--- src/rtl/bcd_counter_n.sv ---
// N-digit packed-BCD up/down counter with checked parallel load.
// Wrap pulse cascades to downstream counters; ovf is sticky until clr.
module bcd_counter_n #(
    parameter int DIGITS = 2
) (
    input  logic                  clk,
    input  logic                  rst_n,
    input  logic                  clr,
    input  logic                  Load,
    input  logic [4*DIGITS-1:0]   Din,
    input  logic                  en,
    input  logic                  up,
    output logic [4*DIGITS-1:0]   Q_out,
    output logic                  wrap,
    output logic                  ovf,
    output logic                  load_err
);

    localparam int W = 4 * DIGITS;

    logic [W-1:0]      q_inc;
    logic [W-1:0]      q_dec;
    logic [DIGITS:0]   cy;
    logic [DIGITS:0]   bw;
    logic [DIGITS-1:0] dig_ok;
    logic              din_ok;

    logic [W-1:0]      q_nxt;
    logic              wrap_nxt;
    logic              ovf_nxt;
    logic              err_nxt;

    assign cy[0] = 1'b1;
    assign bw[0] = 1'b1;

    // Ripple enable: a digit steps only when every lower digit is at its limit.
    for (genvar gi = 0; gi < DIGITS; gi++) begin : g_dig
        logic [3:0] d;
        logic [3:0] l;

        assign d = Q_out[4*gi +: 4];
        assign l = Din[4*gi +: 4];

        assign cy[gi+1] = cy[gi] & (d == 4'd9);
        assign bw[gi+1] = bw[gi] & (d == 4'd0);

        assign q_inc[4*gi +: 4] = !cy[gi]     ? d     :
                                  (d == 4'd9) ? 4'd0  :
                                                d + 4'd1;

        assign q_dec[4*gi +: 4] = !bw[gi]     ? d     :
                                  (d == 4'd0) ? 4'd9  :
                                                d - 4'd1;

        assign dig_ok[gi] = (l <= 4'd9);
    end

    assign din_ok = &dig_ok;

    always_comb begin
        q_nxt    = Q_out;
        wrap_nxt = 1'b0;
        ovf_nxt  = ovf;
        err_nxt  = 1'b0;
        if (clr) begin
            q_nxt   = '0;
            ovf_nxt = 1'b0;
        end else if (Load) begin
            if (din_ok) begin
                q_nxt = Din;
            end else begin
                err_nxt = 1'b1;
            end
        end else if (en) begin
            if (up) begin
                q_nxt    = q_inc;
                wrap_nxt = cy[DIGITS];
            end else begin
                q_nxt    = q_dec;
                wrap_nxt = bw[DIGITS];
            end
            ovf_nxt = ovf | wrap_nxt;
        end
    end

    always_ff @(posedge clk or negedge rst_n) begin
        if (!rst_n) begin
            Q_out    <= '0;
            wrap     <= 1'b0;
            ovf      <= 1'b0;
            load_err <= 1'b0;
        end else begin
            Q_out    <= q_nxt;
            wrap     <= wrap_nxt;
            ovf      <= ovf_nxt;
            load_err <= err_nxt;
        end
    end

endmodule

--- config.mk ---
export PLATFORM = sky130hd
export DESIGN_NAME = bcd_counter_n
export DESIGN_NICKNAME = d
export VERILOG_FILES = /design/src/rtl/bcd_counter_n.sv
export SDC_FILE = /design/constraint.sdc
export NUM_CORES = 1
export LEC_CHECK = 0
export CORE_MARGIN = 5
export CORE_UTILIZATION = 42
export DETAILED_ROUTE_END_ITERATION = 12
export GPL_ROUTABILITY_DRIVEN = 0
export GPL_TIMING_DRIVEN = 0
export HOLD_SLACK_MARGIN = 0.05
export PLACE_DENSITY = 0.75
export SLEW_MARGIN = 20
export SYNTH_ARGS = -nofsm -noshare
export SYNTH_HDL_FRONTEND = slang
export SYNTH_SLANG_ARGS = --single-unit
--- constraint.sdc ---
create_clock -name clk -period 1.5 [get_ports clk]
set_input_delay 0.45 -clock clk [delete_from_list [all_inputs] [get_ports clk]]
set_output_delay 0.45 -clock clk [all_outputs]
set_load 0.05 [all_outputs]
* Word-level counts from Yosys, hierarchy flattened
Cells that the tools add are included.
** Word-level totals
- Register bits after elaboration :: 11
** Operators by class
- Eq/ne operators :: 5
- Reductions and logical operators :: 9
- Bitwise logic cells :: 3
- $lt $le $gt $ge :: 2
- Add/subtract/negate cells :: 4
- Muxes and demuxes :: 24
** Operators with widths (number)
- $mux W8 :: 5
- $mux W4 :: 6
- $mux W1 :: 13
- $add A4 B1 Y4 const B :: 2
- $eq A4 B4 Y1 const B :: 2
- $le A4 B4 Y1 const B :: 2
- $logic_not A4 Y1 :: 2
- $sub A4 B1 Y4 const B :: 2
- $reduce_and A2 Y1 :: 3
- $ne A4 B3 Y1 const B :: 1
- $reduce_and A4 Y1 :: 1
- $reduce_bool A4 Y1 :: 1
- $ne A3 B2 Y1 const B :: 1
- $reduce_bool A3 Y1 :: 1
- $and A1 B1 Y1 :: 2
- $ne A2 B2 Y1 const B :: 1
- $reduce_bool A2 Y1 :: 1
- $or A1 B1 Y1 :: 1

* Longest topological paths before layout
- Word-level depth :: 10
- Mapped depth :: 6
- Depth with buffers taken out :: 4

* Worst setup path after synthesis
Ideal clock, no wire load.
- Path kind :: flip-flop to flip-flop
- From :: reg Q_out[3]
- To :: reg Q_out[2]
- Slack :: -0.351 ns
- Clock period less this slack :: 1.851 ns
- Arrival time :: 1.747 ns
- Data required time :: 1.396 ns
- Cell stages (with the launch flop) :: 6
- Cell sequence :: dfrtp_1 > buf_2 > or4b_1 > a21oi_1 > a311oi_1 > o41ai_2
** Between the ends
- Word-level cells in the longest chain between the ends :: 6
- Elaborated cells on any way between the ends :: 8
- Classes of those cells :: eq/ne (1); mux (6); reduce/logical (1)
** RTL lines
- start: declaration :: line 13 : output logic [4*DIGITS-1:0] Q_out,
- start signal: assignment :: line 93 : Q_out <= q_nxt;
- $eq A4 B4 Y1 or $logic_not A4 Y1 (tied branches) :: line 48, 52
- $mux W4 (on tied branches) :: line 48, 52
- $mux W8 (*) :: line 75 : if (up) begin
- $mux W8 (*) :: line 74 : end else if (en) begin
- $mux W8 (*) :: line 68 : end else if (Load) begin
- $mux W8 (*) :: line 65 : if (clr) begin
Every way passes the cells marked *; elsewhere a longest branch is shown, timed or not. The select of a mux whose other input is x is not followed.
A chain may end at the register's enable or synchronous reset.

* Final worst setup path
- From :: reg Q_out[1]
- To :: reg Q_out[3]
** Between the ends
- Word-level cells in the longest chain between the ends :: 6
- Elaborated cells on any way between the ends :: 10
- Classes of those cells :: add/sub (2); eq/ne (1); mux (6); reduce/logical (1)
** RTL lines
- $sub A4 B1 Y4 (tied with other cells) :: line 53 : d - 4'd1;
- $mux W4 (on tied branches) :: line 52, 48
- $mux W8 (*) :: line 75
- $mux W8 (*) :: line 74
- $mux W8 (*) :: line 68
- $mux W8 (*) :: line 65
Marked as above.

==> flow_metrics.env <==
export IMPL_clk_pin_slew_ns=0.07
export IMPL_grt_usage_pct=16.1
export IMPL_failed_checks="negative setup slack"
export IMPL_clock_root_buffer="clkbuf_4"
export IMPL_status="finished, violations left"
export IMPL_worstPathRequired_ns=1.67
export IMPL_cts_tree="yes"
export IMPL_overflow=0
export IMPL_clock_path_buffers=2
export IMPL_coreArea_um2=1960
export IMPL_clock_latency_ns=0.27
export IMPL_postLayoutCellArea_um2=1290
export IMPL_wirelength_um=2500
export IMPL_drt_iter0_markers=49
export IMPL_syn_area_um2=868
export IMPL_worstSetupPathType="reg -> reg"
export IMPL_synth_common_cells="dfrtp_1 (11), o21ai_0 (8), a21oi_1 (6), nor2_1 (6)"
export IMPL_die_height_um=55.5
export IMPL_hold_depth=1
export IMPL_hold_class="reg -> reg"
export IMPL_cp_start_kind="flip-flop"
export IMPL_postRouteAntennaNets=0
export IMPL_cp_max_fo=7
export IMPL_postPlaceCellArea_um2=1180
export IMPL_post_route_util_pct=65.6
export IMPL_synth_ff_type="dfrtp_1"
export IMPL_synth_most_common_cell="dfrtp_1"
export IMPL_maxSlewHeadroom_pct=63.7
export IMPL_drc_errors=0
export IMPL_crit_chain="buf_6 > or4_1 > o21ai_1 > a221oi_1 > o31ai_1"
export IMPL_synth_top_area_share_pct=31.7
export IMPL_rr_worst_depth=5
export IMPL_arrival_ns=1.72
export IMPL_initial_core_util_pct=44.3
export IMPL_dp_cells=153
export IMPL_diodes=0
export IMPL_fillCellCount=174
export IMPL_setup_worst_path_end_class="flip-flop"
export IMPL_yosysWarnings=0
export IMPL_synth_area_leaders="dfrtp_1 (32%), o21ai_0 (4.6%), a21oi_1 (3.5%)"
export IMPL_r2r_slack_ns=-0.05
export IMPL_power_leakage_nw=0.537
export IMPL_clkSinkCount=11
export IMPL_whs_endpoint="ovf"
export IMPL_antenna_found_initial=0
export IMPL_postCtsHoldBufs=0
export IMPL_dpl_hpwl_um=1780
export IMPL_firstDrtPassIters=6
export IMPL_num_rows=16
export IMPL_fmax_mhz=646
export IMPL_dieArea_um2=3080
export IMPL_synth_cell_type_count=40
export IMPL_worst_slew_pin_slew_ns=0.545
export IMPL_ys_ff_latch=11
export IMPL_drive_gt1_share_pct=40.0
export IMPL_fin_crit_sh_pct=103
export IMPL_slew_viol_final=0
export IMPL_synth_edf_count=0
export IMPL_rsz0062_at_grt="true"
export IMPL_p_total_mw=1.02
export IMPL_hold_violations=0
export IMPL_cts_buffers=3
export IMPL_r2r_end="Q_out[3]"
export IMPL_yosysSeqAreaShare_pct=31.7
export IMPL_worst_r2r_startpoint="Q_out[1]"
export IMPL_wl_per_cell_um=15.4
export IMPL_stdcell_count=162
export IMPL_synth_fp_nets=118
export IMPL_holdWs_ns=0.494
export IMPL_synthCells=104
export IMPL_slowest_delay_ns=0.51
export IMPL_post_drt_via_cell_ratio=6.00
export IMPL_grt_pass1_vias=953
export IMPL_critical_path_slowest_cell="or4_1"
export IMPL_avgSynthCellArea_um2=8.35
export IMPL_finalClockSkew_ns=0.00408
export IMPL_synth_async_reset_ratio_pct=100
export IMPL_num_io_pins=25
export IMPL_hp_start="ovf"
export IMPL_powerDensity_nw_per_um2=796
export IMPL_vias=972
export IMPL_period_needed_ns=1.55
export IMPL_yosys_area_top_type="dfrtp_1"
export IMPL_vdd_drop_max_mv=0.422
export IMPL_grt_pass1_wl_um=4150
export IMPL_grt_max_degree=12
export IMPL_nNetsFinal=150
export IMPL_die_width_um=55.5
export IMPL_setup_violations=3
export IMPL_cap_violations=0
export IMPL_syn_to_final_growth_pct=48.1
export IMPL_worst_slack_ns=-0.0490
export IMPL_portBuffers=22
export IMPL_htreeDepth=1
==> per-stage QoR <==
stage / setup TNS, ns / setup slack, ns
floorplan: -0.588 / -0.131
global placement: -5.30 / -0.510
detailed placement: -5.43 / -0.520
CTS: -0.127 / -0.0582
global route: -0.424 / -0.136
finish: -0.123 / -0.0490
==> cells in the final DEF (no fill, tap or decap), drive strengths merged, types with 2 or more instances in the layout <==
cell type      count
a211oi             3
a21oi              6
a311oi             3
and2               2
and3               3
buf               15
clkbuf             7
clkdlybuf4s15      9
clkdlybuf4s50      4
dfrtp             11
dlygate4sd2        7
inv                5
nand2              5
nand3              3
nor2               6
nor2b              2
nor3               4
o211a              2
o21ai              8
o21bai             2
o221ai             3
o31ai              4
o32ai              2
or2                2
or3                2
xnor2              3
==> logic make-up (layout without fill, tap and decap cells) <==
family                    count (synthesis)  in the layout  share of synthesized area, %
AOI/OAI and AO/OA                        40             40                          34.2
and+or+nand+nor                          33             33                          20.5
xor gates and xnor gates                  3              3                          3.03
DFF                                      11             11                          31.7
buffers and inverters                    16             47                          9.51
muxes                                     1              1                          1.15
==> power by group <==
part           switching [mW]  total (mW)  internal (mW)
clock                   0.101       0.204          0.103
sequential             0.0208       0.345          0.324
combinational           0.278       0.475          0.197
total                   0.400        1.02          0.624
==> state kept, by name (all words and copies together) (netlist names) <==
signal / cells
load_err: 1
Q_out: 8
wrap: 1
ovf: 1
==> critical path, delay by kind of cell, from the launching register on <==
kind                   cells  cell delay, ns
and+or+nand+nor            1            0.51
buffers and inverters      1            0.13
AOI/OAI and AO/OA          3            0.41
DFF                        1            0.41
==> metal layers <==
layer / GRT usage [%] / vias to the layer above / wire [um]
li1: - / 453 / -
met1: 21.2 / 468 / 1110
met2: 25.7 / 46 / 1150
met3: 2.10 / 5 / 184
met4: 8.33 / 0 / 50
met5: 0 / - / 0
==> worst max-delay path by stage <==
stage | start | slack, ns | cells after the start | endpoint
floorplan | Q_out[1] | -0.13 | 5 | Q_out[3]
global placement | Din[3] | -0.51 | 5 | Q_out[6]
detailed placement | Load | -0.52 | 6 | Q_out[7]
CTS | Q_out[1] | -0.06 | 5 | Q_out[2]
global route | Q_out[1] | -0.14 | 5 | Q_out[3]
finish | Q_out[1] | -0.05 | 5 | Q_out[3]
==> area by class of cell <==
| type | instances | area, um^2 | share of cell area, % |
|---|---|---|---|
| Tap cell | 27 | 33.8 | 2.63 |
| Multi-Input combinational cell | 77 | 579 | 45.0 |
| Inverter | 5 | 18.8 | 1.46 |
| Timing Repair Buffer | 27 | 253 | 19.6 |
| Buffer | 11 | 91.3 | 7.10 |
| Sequential cell | 11 | 284 | 22.1 |
| Clock buffer | 4 | 26.3 | 2.04 |
==> repair_timing <==
| action | CTS | global route |
|---|---|---|
| setup buffers | 3 | 2 |
| pin swaps | 9 | 2 |
| gates resized for setup | 56 | 7 |
| endpoints found under the setup margin | 19 | 8 |
Note: power is estimated with default switching activity, not from simulation.
